===== src/rtl/clcd_init_sequencer_pkg.sv =====
// Shared types and HD44780 constants for the CLCD init/command sequencer.
package clcd_init_sequencer_pkg;

  // Sequencer states
  typedef enum logic [2:0] {
    S_PWR   = 3'd0,
    S_ISSUE = 3'd1,
    S_WBUSY = 3'd2,
    S_WDONE = 3'd3,
    S_DELAY = 3'd4,
    S_READY = 3'd5
  } state_t;

  // HD44780 command bytes (4-bit bus via I2C backpack)
  localparam logic [7:0] WAKE_8BIT    = 8'h33;
  localparam logic [7:0] WAKE_4BIT    = 8'h32;
  localparam logic [7:0] FUNC_4BIT_2L = 8'h28;
  localparam logic [7:0] DISP_ON      = 8'h0C;
  localparam logic [7:0] CLEAR        = 8'h01;
  localparam logic [7:0] HOME         = 8'h02;
  localparam logic [7:0] ENTRY_INC    = 8'h06;

  localparam int         INIT_ROM_LEN = 6;
  localparam logic [2:0] ROM_LAST     = 3'(INIT_ROM_LEN - 1);

  // Clear and home are the slow instructions; everything else uses the short wait.
  function automatic logic needs_long_delay(input logic rs, input logic [7:0] data);
    return !rs && ((data == CLEAR) || (data == HOME));
  endfunction

endpackage


===== src/rtl/clcd_us_tick.sv =====
// Free-running 1 us prescaler: one-cycle tick every CLK_FREQ_HZ/1e6 clocks.
module clcd_us_tick #(
  parameter int CLK_FREQ_HZ = 100_000_000
) (
  input  logic clk,
  input  logic reset_p,
  output logic tick
);

  localparam int DIV = (CLK_FREQ_HZ / 1_000_000 > 0) ? CLK_FREQ_HZ / 1_000_000 : 1;
  localparam int CW  = (DIV > 1) ? $clog2(DIV) : 1;
  localparam logic [CW-1:0] LAST = CW'(DIV - 1);

  logic [CW-1:0] cnt;

  // Prescaler counter; tick is registered so downstream logic sees a clean pulse.
  // NOTE: sequential state uses non-blocking assignments so every register samples pre-edge values.
  always_ff @(posedge clk) begin
    if (reset_p) begin
      cnt  <= '0;
      tick <= 1'b0;
    end else if (cnt == LAST) begin
      cnt  <= '0;
      tick <= 1'b1;
    end else begin
      cnt  <= cnt + 1'b1;
      tick <= 1'b0;
    end
  end

endmodule


===== src/rtl/clcd_init_sequencer.sv =====
// Plays the HD44780 power-on init ROM, then forwards single-byte user requests to the
// CLCD signal generator, one at a time, enforcing the post-byte execution delay.
module clcd_init_sequencer
  import clcd_init_sequencer_pkg::*;
#(
  parameter int CLK_FREQ_HZ    = 100_000_000,
  parameter int POWER_ON_MS    = 40,
  parameter int CMD_DELAY_US   = 50,
  parameter int CLEAR_DELAY_US = 2000
) (
  input  logic       clk,
  input  logic       reset_p,
  input  logic       req_valid,
  input  logic       req_rs,
  input  logic [7:0] req_data,
  output logic       req_ready,
  output logic       init_done,
  input  logic       gen_busy,
  output logic       gen_valid,
  output logic       gen_rs,
  output logic       gen_rw,
  output logic [7:0] gen_data
);

  localparam int PWR_TICKS = POWER_ON_MS * 1000;
  localparam int MAX_A     = (PWR_TICKS > CLEAR_DELAY_US) ? PWR_TICKS : CLEAR_DELAY_US;
  localparam int MAX_TICKS = (MAX_A > CMD_DELAY_US) ? MAX_A : CMD_DELAY_US;
  // Counter runs one past the target on the exit tick, so leave room for MAX_TICKS+1.
  localparam int DW        = $clog2(MAX_TICKS + 2);

  state_t          state, state_nxt;
  logic            tick;
  logic [DW-1:0]   dly_cnt;
  logic [DW-1:0]   dly_target;
  logic            delay_hit;
  logic [2:0]      rom_idx;
  logic [2:0]      rom_sel;
  logic [7:0]      byte_q;
  logic            rs_q;
  logic            load_rom;
  logic            load_req;
  logic            adv_idx;
  logic            set_done;

  // Power-on init ROM
  function automatic logic [7:0] init_rom(input logic [2:0] idx);
    case (idx)
      3'd0:    return WAKE_8BIT;
      3'd1:    return WAKE_4BIT;
      3'd2:    return FUNC_4BIT_2L;
      3'd3:    return DISP_ON;
      3'd4:    return CLEAR;
      3'd5:    return ENTRY_INC;
      default: return 8'h00;
    endcase
  endfunction

  clcd_us_tick #(
    .CLK_FREQ_HZ(CLK_FREQ_HZ)
  ) u_us_tick (
    .clk    (clk),
    .reset_p(reset_p),
    .tick   (tick)
  );

  // The first tick after entering a wait may be a partial microsecond, so a wait of N us
  // completes on tick N+1; that guarantees at least N full microseconds elapse.
  always_comb begin
    if (state == S_PWR)                    dly_target = DW'(PWR_TICKS);
    else if (needs_long_delay(rs_q, byte_q)) dly_target = DW'(CLEAR_DELAY_US);
    else                                   dly_target = DW'(CMD_DELAY_US);
  end

  assign delay_hit = tick && (dly_cnt == dly_target);
  assign rom_sel   = adv_idx ? rom_idx + 3'd1 : rom_idx;

  assign gen_data  = byte_q;
  assign gen_rs    = rs_q;
  assign gen_rw    = 1'b0;

  // State register.
  always_ff @(posedge clk) begin
    if (reset_p) state <= S_PWR;
    else         state <= state_nxt;
  end

  // Next-state decode plus the Moore/Mealy strobes driving the datapath.
  // NOTE: every output of this block is defaulted first so no path can infer a latch.
  always_comb begin
    state_nxt = state;
    gen_valid = 1'b0;
    req_ready = 1'b0;
    load_rom  = 1'b0;
    load_req  = 1'b0;
    adv_idx   = 1'b0;
    set_done  = 1'b0;
    case (state)
      S_PWR: begin
        if (delay_hit) begin
          load_rom  = 1'b1;
          state_nxt = S_ISSUE;
        end
      end
      S_ISSUE: begin
        if (!gen_busy) begin
          gen_valid = 1'b1;
          state_nxt = S_WBUSY;
        end
      end
      S_WBUSY: begin
        if (gen_busy) state_nxt = S_WDONE;
      end
      S_WDONE: begin
        if (!gen_busy) state_nxt = S_DELAY;
      end
      S_DELAY: begin
        if (delay_hit) begin
          if (init_done) begin
            state_nxt = S_READY;
          end else if (rom_idx != ROM_LAST) begin
            adv_idx   = 1'b1;
            load_rom  = 1'b1;
            state_nxt = S_ISSUE;
          end else begin
            set_done  = 1'b1;
            state_nxt = S_READY;
          end
        end
      end
      S_READY: begin
        req_ready = 1'b1;
        if (req_valid) begin
          load_req  = 1'b1;
          state_nxt = S_ISSUE;
        end
      end
      default: state_nxt = S_PWR;
    endcase
  end

  // Byte/RS holding registers, ROM index, sticky init flag and the tick-based wait counter.
  always_ff @(posedge clk) begin
    if (reset_p) begin
      byte_q    <= 8'h00;
      rs_q      <= 1'b0;
      rom_idx   <= 3'd0;
      init_done <= 1'b0;
      dly_cnt   <= '0;
    end else begin
      if (load_req) begin
        byte_q <= req_data;
        rs_q   <= req_rs;
      end else if (load_rom) begin
        byte_q <= init_rom(rom_sel);
        rs_q   <= 1'b0;
      end
      if (adv_idx)  rom_idx   <= rom_idx + 3'd1;
      if (set_done) init_done <= 1'b1;
      if ((state == S_PWR) || (state == S_DELAY)) begin
        if (tick) dly_cnt <= dly_cnt + 1'b1;
      end else begin
        dly_cnt <= '0;
      end
    end
  end

endmodule

===== config.mk =====
export PLATFORM = sky130hd
export DESIGN_NAME = clcd_init_sequencer
export DESIGN_NICKNAME = d
export VERILOG_FILES = /design/src/rtl/clcd_init_sequencer_pkg.sv /design/src/rtl/clcd_us_tick.sv /design/src/rtl/clcd_init_sequencer.sv
export SDC_FILE = /design/constraint.sdc
export NUM_CORES = 1
export LEC_CHECK = 0
export ABC_CLOCK_PERIOD_IN_PS = 2280
export CAP_MARGIN = 15
export CORE_ASPECT_RATIO = 0.9
export CORE_MARGIN = 8
export CORE_UTILIZATION = 40
export DETAILED_ROUTE_END_ITERATION = 6
export GPL_ROUTABILITY_DRIVEN = 0
export GPL_TIMING_DRIVEN = 0
export SLEW_MARGIN = 25
export SYNTH_ARGS = -nofsm -noshare
export SYNTH_HDL_FRONTEND = slang
export SYNTH_SLANG_ARGS = --single-unit
export TNS_END_PERCENT = 100

===== constraint.sdc =====
create_clock -name clk -period 2.28 [get_ports clk]
set_input_delay 0.684 -clock clk [delete_from_list [all_inputs] [get_ports clk]]
set_output_delay 0.684 -clock clk [all_outputs]
set_load 0.02 [all_outputs]

==> flow_summary_export.csv, run 1 <==
group,metric,value,unit
logic_synthesis,seq_area_frac_synth,40.4,%
critical_path,path_max_fanout,7,
critical_path,end_kind,"flop",
clock_tree,cts_tree,"done",
logic_synthesis,syn-cell-area,1980,um^2
logic_synthesis,synthCells,230,
layout,stdcell_count,336,
logic_synthesis,synth_seq_cells,40,
timing,relSlewSlack,63.4,%
power_and_ir_drop,total_power,1.33,mW
clock_tree,clk_pin_slew,0.08,ns
layout,synthToLayoutAreaGrowth,33.3,%
detailed_routing,drtIter0Drc,66,
timing,fin_crit,2.36,ns
detailed_routing,viasPerCell,5.00,
placed_design,port_buffers,24,
timing,fmax,0.423,GHz
global_route,track_usage,12.2,%
clock_tree,ctsRootBufferMaster,"clkbuf_8",
logic_synthesis,yosys-top-cells-area,"dfxtp_1 (40%), nor2_1 (6.8%), xor2_1 (6.2%)",
global_route,grt_pass1_wl,7590,um
layout,utilization,55.1,%
power_and_ir_drop,power.density,501,nW/um^2
detailed_routing,dr.pass1.iters,4,
logic_synthesis,synth_fp_nets,247,
detailed_routing,num_vias,1680,
critical_path,cp_data_required_time,2.44,ns
layout,final_common_cell,"nor2_1",
detailed_routing,drtAntennaViolNets,0,
timing,worst_pin_slew,0.549,ns
logic_synthesis,ys_async_sr_fraction,0,%
global_route,antenna_found_initial,0,
timing,setup_ws,-0.0847,ns
floorplanning,rows,24,
power_and_ir_drop,ir_drop,0.000297,V
min_path,hp-class,"reg2reg",
clock_tree,cts.sinks,40,
detailed_routing,routed_wl,4490,um
timing,rsz0062_at_grt,"true",
clock_tree,hold_buffers,0,
timing,hold_violations,0,
floorplanning,die_w,90.2,um
logic_synthesis,syn_avg_cell_area,8.63,um^2
logic_synthesis,synth_top_area_share,40.4,%
job,maxCapViolations,0,
critical_path,cpPeakStageDelay,0.39,ns
clock_tree,clk_path_buf_depth,2,
logic_synthesis,synth.distinct_cells,48,
status,run_status,"finished with violations",
critical_path,cp.arrival,2.53,ns
logic_synthesis,yosysWarnings,0,
timing,post-route-period-util,104,%
critical_path,crit_path_cell_trace,"or3_4 -> nand4_1 -> mux2_4 -> buf_6 -> nor3_4 -> mux2_4 -> xnor2_1 -> o32ai_2",
clock_tree,clock_latency,0.29,ns
global_route,grt_pass1_vias,1656,
clock_tree,cts_max_level,2,
layout,layout-drive-gt1-share,21.8,%
critical_path,worst-setup-path-type,"reg2reg",
critical_path,critPathMostFrequentCell,"mux2_4",
layout,final_cell_mix,"nor2_1 (35), dfxtp_1 (33), clkdlybuf4s50_1 (21)",
floorplanning,die_y,82.8,um
placed_design,dp.cells,319,
power_and_ir_drop,power_leakage,0.981,nW
global_route,grt_overflow,0,
detailed_routing,wl_per_cell,13.4,um
timing,hold_slack,0.451,ns
critical_path,reg2reg_slack,-0.08,ns
floorplanning,design.die.area,7470,um^2
critical_path,start_kind,"flop",
placed_design,place_ws,-0.472,ns
timing,clock-skew-final,0.00817,ns
floorplanning,start_util,41.3,%
detailed_routing,drc,0,
layout,n_antenna_cell,0,
logic_synthesis,yosys_most_used_dff,"dfxtp_1",
critical_path,cpMaxStageDelayCell,"or3_4",
floorplanning,core,4800,um^2
timing,drv_slew,0,
layout,fin_nets,287,
status,violations,"setup timing",
placed_design,hpwl,3140,um
clock_tree,cts_buffers,5,
logic_synthesis,synth_top_area_cell,"dfxtp_1",
global_route,grt_max_degree,13,
timing,finalSetupViolCount,8,
floorplanning,io_pins,26,
logic_synthesis,synth-edff-count,0,
[metrics by stage]
step | TNS [ns] | instance area [um^2]
2_1_floorplan | 0 | 1990
3_3_place_gp | -1.42 | 2310
3_5_place_dp | -1.46 | 2310
4_1_cts | -0.845 | 2570
5_1_grt | -1.39 | 2650
6_report | -0.390 | 2650
[Yosys cell counts, drive strengths merged (5+ instances only)]
master,instances
dfxtp,40
nor2,37
nand2,18
nand3,15
xor2,14
xnor2,10
a21oi,9
nor3,9
buf,7
nand4,7
or3,7
and3,6
o21ai,6
a31oi,5
[area by class of cell]
class / instances / area (um^2)
Fill cell: 461 / 2160
Inverter: 4 / 15.0
Timing Repair Buffer: 35 / 354
Clock buffer: 6 / 72.6
Buffer: 9 / 53.8
Sequential cell: 40 / 812
Clock inverter: 2 / 35.0
Tap cell: 65 / 81.3
Multi-Input combinational cell: 175 / 1220
[cells by family after synthesis]
logic type | synth area share (%)
mux | 2.33
simple gates | 31.3
flops | 40.4
fa+ha+maj | 2.52
xor+xnor | 10.6
other cells | 0.189
buf+inv | 3.78
compound gates | 8.95
[timing repair]
action,in CTS,in global routing
gates cloned,1,0
setup buffers,5,5
endpoints found under the setup margin,11,11
pin swaps,3,9
resized for setup,21,17
[per-layer routing]
metal | wire length (um) | track usage (%)
met5 | 0 | 0
met3 | 212 | 4.23
met4 | 42 | 4.83
met2 | 1940 | 18.2
met1 | 2300 | 15.6
[critical path, delay by kind of cell, from the launching register on]
family,cells,cell delay (ns)
flops,1,0.37
simple gates,3,0.75
mux,2,0.70
buf+inv,1,0.13
xor+xnor,1,0.19
compound gates,1,0.10
[path summary, 6_finish.rpt]
kind / start / to / cells past startpoint
worst max-delay path: state[0] / gen_data[2] / 8
worst min-delay path: u_us_tick.cnt[0] / u_us_tick.cnt[0] / 1
worst max register to register: state[0] / gen_data[2] / 8
worst min register to register: u_us_tick.cnt[0] / u_us_tick.cnt[0] / 1
[registers in the layout, indices dropped and copies added (netlist names)]
| name | count |
|---|---|
| dly_cnt | 16 |
| gen_data | 8 |
| gen_rs | 1 |
| rom_idx | 3 |
| init_done | 1 |
| state | 3 |
| u_us_tick.cnt | 7 |
| u_us_tick.tick | 1 |
[power breakdown]
part	total (mW)	switching, mW	internal (mW)
logic	0.0522	0.0245	0.0277
clock network	0.570	0.245	0.325
registers	0.704	0.00290	0.701
total	1.33	0.273	1.05
No activity file was read; power rests on OpenSTA's default activity.
==> run 2: changes to the inputs <==
Settings changed: CORE_ASPECT_RATIO 0.9 to 1.25.
==> run 2 against run 1 <==
Compared with the run above:
- the flow still finishes with violations (setup timing)
- clock skew fell by 0.00059 ns
- flip-flop and latch count did not move
- die area rose by 0.15%
- wire length rose by 1.7%
==> flow_summary_export.csv, run 2 (synthesis gave the netlist of run 1 again) <==
group,metric,value,unit
detailed_routing,drc,0,
clock_tree,clk_path_buf_depth,2,
timing,clock-skew-final,0.00758,ns
timing,post-route-period-util,103,%
layout,fin_nets,287,
critical_path,path_max_fanout,5,
clock_tree,cts_buffers,5,
timing,finalSetupTns,-0.213,ns
timing,fin_crit,2.35,ns
timing,finalSetupViolCount,6,
detailed_routing,num_vias,1709,
critical_path,critPathMostFrequentCell,"nor3_4",
detailed_routing,drtAntennaViolNets,0,
placed_design,hpwl,3310,um
detailed_routing,viasPerCell,5.16,
critical_path,cpPeakStageDelay,0.55,ns
layout,nFillCells,461,
placed_design,place_area,2310,um^2
layout,utilization,54.9,%
placed_design,port_buffers,24,
floorplanning,die_y,94.8,um
power_and_ir_drop,power_leakage,0.978,nW
layout,post-route-cell-area,2620,um^2
layout,n_antenna_cell,0,
critical_path,end_kind,"flop",
floorplanning,start_util,41.6,%
power_and_ir_drop,ir_drop,0.000280,V
critical_path,cpMaxStageDelayCell,"or4b_4",
detailed_routing,routed_wl,4570,um
global_route,grt_pass1_vias,1592,
layout,regMostFlops,"dly_cnt",
global_route,grt_max_degree,13,
layout,seqCellArea,816,um^2
global_route,grt_overflow,0,
layout,final_cell_mix,"nor2_1 (35), dfxtp_1 (34), clkdlybuf4s50_1 (21)",
timing,setup_ws,-0.0684,ns
power_and_ir_drop,power.density,528,nW/um^2
critical_path,cp_data_required_time,2.49,ns
timing,rsz0062_at_grt,"true",
job,maxCapViolations,0,
layout,synthToLayoutAreaGrowth,31.9,%
detailed_routing,dr.pass1.iters,4,
global_route,track_usage,12.4,%
detailed_routing,wl_per_cell,13.8,um
clock_tree,clock_latency,0.29,ns
layout,layout-drive-gt1-share,20.7,%
timing,hold_violations,0,
detailed_routing,drtIter0Drc,55,
clock_tree,cts.sinks,40,
timing,fmax,0.426,GHz
clock_tree,ctsRootBufferMaster,"clkbuf_8",
critical_path,start_kind,"flop",
critical_path,worst-setup-path-type,"reg2reg",
floorplanning,design.die.area,7490,um^2
clock_tree,clk_pin_slew,0.08,ns
floorplanning,rows,28,
clock_tree,cts_max_level,2,
global_route,antenna_found_initial,0,
layout,final_common_cell,"nor2_1",
critical_path,cp.arrival,2.56,ns
placed_design,place_ws,-0.507,ns
clock_tree,hold_buffers,0,
timing,hold_slack,0.441,ns
clock_tree,cts_tree,"done",
timing,drv_slew,0,
min_path,hp-class,"reg2reg",
timing,worst_pin_slew,0.535,ns
status,violations,"setup timing",
timing,relSlewSlack,64.3,%
floorplanning,core,4760,um^2
global_route,grt_pass1_wl,7410,um
floorplanning,io_pins,26,
critical_path,crit_path_cell_trace,"or4b_4 -> nor3_4 -> nand4_1 -> nor3_4 -> buf_4 -> xor2_1 -> o211ai_1 -> a221oi_2",
layout,multi_input_area,1190,um^2
floorplanning,die_w,79,um
status,run_status,"finished with violations",
layout,largest_reg_flops,16,
==> run 2: cell count changes in the layout (fill, tap and decap cells not counted), sizes merged <==
cell	change
clkbuf	+3
bufbuf	-1
clkinv	-1
dlygate4sd2	-1
==> run 2: through the flow <==
stage,power (mW),instances
2_1_floorplan,0.743,230
3_3_place_gp,0.772,314
3_5_place_dp,0.772,314
4_1_cts,1.41,322
5_1_grt,1.45,331
6_report,1.38,331
==> run 2: per-layer routing <==
metal	vias up	routed length (um)	share of wire, %	track usage [%]
met4	0	125	2.7	6.97
met1	793	2030	44	14.1
met3	13	139	3.0	3.61
met2	22	2280	50	20.5
met5	-	0	0	0
li1	881	-	-	-
==> run 2: critical path, delay by kind of cell, from the launching register on <==
kind / cells / cell delay, ns
compound gates: 2 / 0.38
xor+xnor: 1 / 0.14
buf+inv: 1 / 0.17
simple gates: 4 / 1.22
flops: 1 / 0.35
==> run 2: worst paths after layout <==
kind / startpoint / to / slack (ns) / depth (start not counted)
max: dly_cnt[2] / gen_data[1] / -0.07 / 8
min: u_us_tick.cnt[0] / u_us_tick.cnt[0] / 0.44 / 1
max reg2reg: dly_cnt[2] / gen_data[1] / -0.07 / 8
min reg2reg: u_us_tick.cnt[0] / u_us_tick.cnt[0] / 0.44 / 1
==> run 2: cell type report <==
type / instances / share of cell area [%]
clock buffer: 7 / 3.68
multi-input combinational: 175 / 45.6
tap: 60 / 2.87
sequential: 40 / 31.2
clock inverter: 1 / 1.15
buffer: 9 / 2.20
inverter: 4 / 0.574
timing repair buffer: 35 / 12.8
==> run 2: power breakdown <==
group	internal [mW]	switching (mW)	leakage [nW]
clock	0.386	0.245	0.0645
sequential	0.699	0.00290	0.327
combinational	0.0266	0.0233	0.587
==> run 2: timing repair <==
item,CTS,global route
buffers inserted,0,10
resized for setup,9,25
endpoints found under the hold margin,0,0
gates cloned,0,1
endpoints found under the setup margin,11,13
pin swaps,1,12
==> run 3: changes to the inputs <==
Settings changed: SYNTH_HIERARCHICAL set to 1.
==> run 3 against run 2 <==
Compared with the run above:
- total power fell by 13%
- clock power is 30% lower
- worst hold slack better by 0.049 ns
- critical endpoint is now gen_data[2]
- synthesized cell count increased by 5.7%
- area after synthesis is 5.2% higher
- utilization fell by 0.48 points
- critical path depth increased by 1
- the flow still finishes with violations (setup timing)
==> flow_summary_export.csv, run 3 <==
group,metric,value,unit
layout,n_antenna_cell,0,
floorplanning,die_y,96.8,um
logic_synthesis,ys_async_sr_fraction,0,%
global_route,grt_pass1_vias,1932,
power_and_ir_drop,combPwrFrac,4.6,%
floorplanning,start_util,41.4,%
logic_synthesis,synth_common_cells,"dfxtp_1 (40), nor2_1 (25), nand2_1 (17)",
critical_path,regToRegEndpoint,"gen_data[2]",
status,violations,"setup timing",
global_route,antenna_found_initial,0,
critical_path,worst-setup-path-type,"reg2reg",
power_and_ir_drop,intPower,0.937,mW
critical_path,end_kind,"flop",
power_and_ir_drop,power_switching,0.264,mW
timing,setup_ws,-0.0508,ns
global_route,grt_overflow,0,
floorplanning,die_w,80.6,um
logic_synthesis,synthCells,243,
detailed_routing,dr.pass1.iters,4,
clock_tree,clk_path_buf_depth,2,
power_and_ir_drop,p_sw_share,22.0,%
logic_synthesis,yosys-top-cells-area,"dfxtp_1 (38%), nor2_1 (4.5%), xor2_1 (4.2%)",
logic_synthesis,yosys_most_used_dff,"dfxtp_1",
layout,final_cell_mix,"dfxtp_1 (36), nor2_1 (25), clkdlybuf4s50_1 (21)",
logic_synthesis,synth_fa_ha_area_share,3.00,%
critical_path,cpMaxStageDelayCell,"or4_4",
timing,fmax,0.429,GHz
power_and_ir_drop,seqPwrFrac,58.7,%
detailed_routing,drc,0,
layout,multi_input_area,1340,um^2
timing,hold_slack,0.489,ns
logic_synthesis,synthSimpleGateAreaFrac,28.3,%
critical_path,r2r_cells,9,
critical_path,cp.arrival,2.49,ns
clock_tree,hold_buffers,0,
global_route,track_usage,13.5,%
critical_path,critPathMostFrequentCell,"buf_4",
clock_tree,ctsRootBufferMaster,"clkbuf_8",
timing,relSlewSlack,62.4,%
status,run_status,"finished with violations",
layout,final_common_cell,"dfxtp_1",
global_route,grt_max_degree,12,
critical_path,start_kind,"flop",
timing,rsz0062_at_grt,"true",
logic_synthesis,synth-edff-count,0,
clock_tree,clk_pin_slew,0.07,ns
detailed_routing,drtIter0Drc,71,
detailed_routing,wl_per_cell,14.8,um
power_and_ir_drop,power.density,437,nW/um^2
logic_synthesis,synth.distinct_cells,56,
power_and_ir_drop,ir_drop,0.000289,V
critical_path,path_max_fanout,7,
timing,drv_slew,0,
logic_synthesis,synthMuxAreaShare,0.479,%
logic_synthesis,synth_seq_cells,40,
critical_path,cp_data_required_time,2.44,ns
detailed_routing,routed_wl,5190,um
layout,largest_reg_flops,16,
layout,regMostFlops,"dly_cnt",
clock_tree,cts_tree,"done",
floorplanning,design.die.area,7800,um^2
logic_synthesis,synth_fp_nets,261,
floorplanning,rows,29,
detailed_routing,drtAntennaViolNets,0,
placed_design,place_ws,-0.467,ns
critical_path,cp-startpoint,"dly_cnt[11]",
power_and_ir_drop,power_leakage,0.994,nW
power_and_ir_drop,p_clk_share,36.7,%
logic_synthesis,synth_top_area_cell,"dfxtp_1",
timing,finalSetupViolCount,7,
logic_synthesis,syn_avg_cell_area,8.59,um^2
timing,worst_pin_slew,0.564,ns
critical_path,crit_path_cell_trace,"or4_4 -> a2111oi_4 -> buf_4 -> buf_4 -> buf_4 -> a41oi_4 -> a22oi_2 -> o21ai_1 -> nor2b_1",
floorplanning,io_pins,26,
timing,fin_crit,2.33,ns
clock_tree,clock_latency,0.29,ns
critical_path,regToRegStartpoint,"dly_cnt[11]",
clock_tree,cts.sinks,40,
layout,stdcell_count,350,
logic_synthesis,synth-compound-area-share,18.7,%
placed_design,dp.cells,329,
clock_tree,cts_max_level,2,
layout,layout-drive-gt1-share,20.1,%
logic_synthesis,yosysWarnings,6,
placed_design,hpwl,3520,um
logic_synthesis,syn-cell-area,2090,um^2
job,maxCapViolations,0,
timing,hold_violations,0,
min_path,hp-class,"reg2reg",
layout,synthToLayoutAreaGrowth,31.5,%
timing,post-route-period-util,102,%
logic_synthesis,synth_top_area_share,38.3,%
detailed_routing,viasPerCell,5.52,
logic_synthesis,yosysMostFrequentCell,"dfxtp_1",
critical_path,cpPeakStageDelay,0.54,ns
detailed_routing,num_vias,1932,
layout,seqCellArea,811,um^2
floorplanning,core,5040,um^2
critical_path,endpoint,"gen_data[2]",
logic_synthesis,synth_top_family_by_area,"simple AND/OR/NAND/NOR gates",
timing,clock-skew-final,0.00490,ns
placed_design,port_buffers,24,
logic_synthesis,seq_area_frac_synth,38.3,%
power_and_ir_drop,total_power,1.20,mW
layout,utilization,54.5,%
global_route,grt_pass1_wl,8690,um
layout,nFillCells,484,
layout,fin_nets,306,
critical_path,reg2reg_slack,-0.05,ns
clock_tree,cts_buffers,5,
logic_synthesis,synth_xor_area_share,7.37,%
==> run 3: changes by cell type after synthesis, sizes merged, moves of 4 or more <==
cell	change
clkbuf	+4
nand3	-6
a21oi	+7
a31oi	-5
or3	+5
o21ai	+9
xnor2	-5
nor2	-12
a22oi	+7
xor2	-4
==> run 3: area by class of cell <==
type	count	area share, %
multi-input combinational	186	48.8
sequential	40	29.5
clock inverter	1	0.182
clock buffer	6	2.64
timing repair buffer	38	13.0
buffer	12	2.32
tap	62	2.82
inverter	5	0.683
==> run 3: how the worst min path moves through the flow <==
stage                startpoint          endpoint  slack, ns  cells past startpoint
3_3_place_gp   u_us_tick/cnt[0]  u_us_tick/cnt[0]       0.46                      1
3_5_place_dp   u_us_tick/cnt[0]  u_us_tick/cnt[0]       0.48                      1
2_1_floorplan  u_us_tick/cnt[0]  u_us_tick/cnt[0]       0.44                      1
5_1_grt        u_us_tick/cnt[0]  u_us_tick/cnt[0]       0.53                      1
4_1_cts        u_us_tick/cnt[0]  u_us_tick/cnt[0]       0.49                      1
6_report       u_us_tick/cnt[0]  u_us_tick/cnt[0]       0.49                      1
==> run 3: critical path, delay by kind of cell (launching register included) <==
kind,cells,cell delay [ns]
buf+inv,3,0.41
compound gates,4,0.80
simple gates,2,0.67
flops,1,0.34
==> run 3: routing by layer <==
| layer | wire length, um | vias to the layer above | global-route usage [%] |
|---|---|---|---|
| li1 | - | 976 | - |
| met1 | 2300 | 928 | 15.1 |
| met2 | 2680 | 22 | 23.8 |
| met3 | 139 | 6 | 2.96 |
| met4 | 69 | 0 | 4.78 |
| met5 | 0 | - | 0 |
==> run 3: cells by family after synthesis <==
| family | count (synthesis) |
|---|---|
| multiplexers | 1 |
| AO/OA/AOI/OAI | 57 |
| buffers and inverters | 17 |
| XOR/XNOR | 16 |
| flip-flops | 40 |
| AND/OR/NAND/NOR | 106 |
| adder cells (fa/ha/maj) | 5 |
| other | 1 |
==> run 3: timing repair <==
| item | 4_1_cts | 5_1_grt |
|---|---|---|
| gates resized for setup | 29 | 13 |
| pin swaps | 9 | 11 |
| buffers inserted | 9 | 5 |
| setup endpoints to repair | 24 | 18 |
==> run 3: power groups by stage <==
| stage | clock network (mW) | logic [mW] | registers [mW] |
|---|---|---|---|
| 2_1_floorplan | 0 | 0.0236 | 0.723 |
| 4_1_cts | 0.454 | 0.0548 | 0.707 |
| 6_report | 0.441 | 0.0553 | 0.705 |
| 3_5_place_dp | 0 | 0.0539 | 0.724 |
| 5_1_grt | 0.490 | 0.0607 | 0.706 |
| 3_3_place_gp | 0 | 0.0537 | 0.723 |
==> run 3: stage by stage <==
step | setup TNS (ns) | instance area (um^2)
6_report | -0.219 | 2750
3_3_place_gp | -6.52 | 2410
4_1_cts | 0 | 2640
5_1_grt | -2.17 | 2750
3_5_place_dp | -6.78 | 2410
2_1_floorplan | 0 | 2090
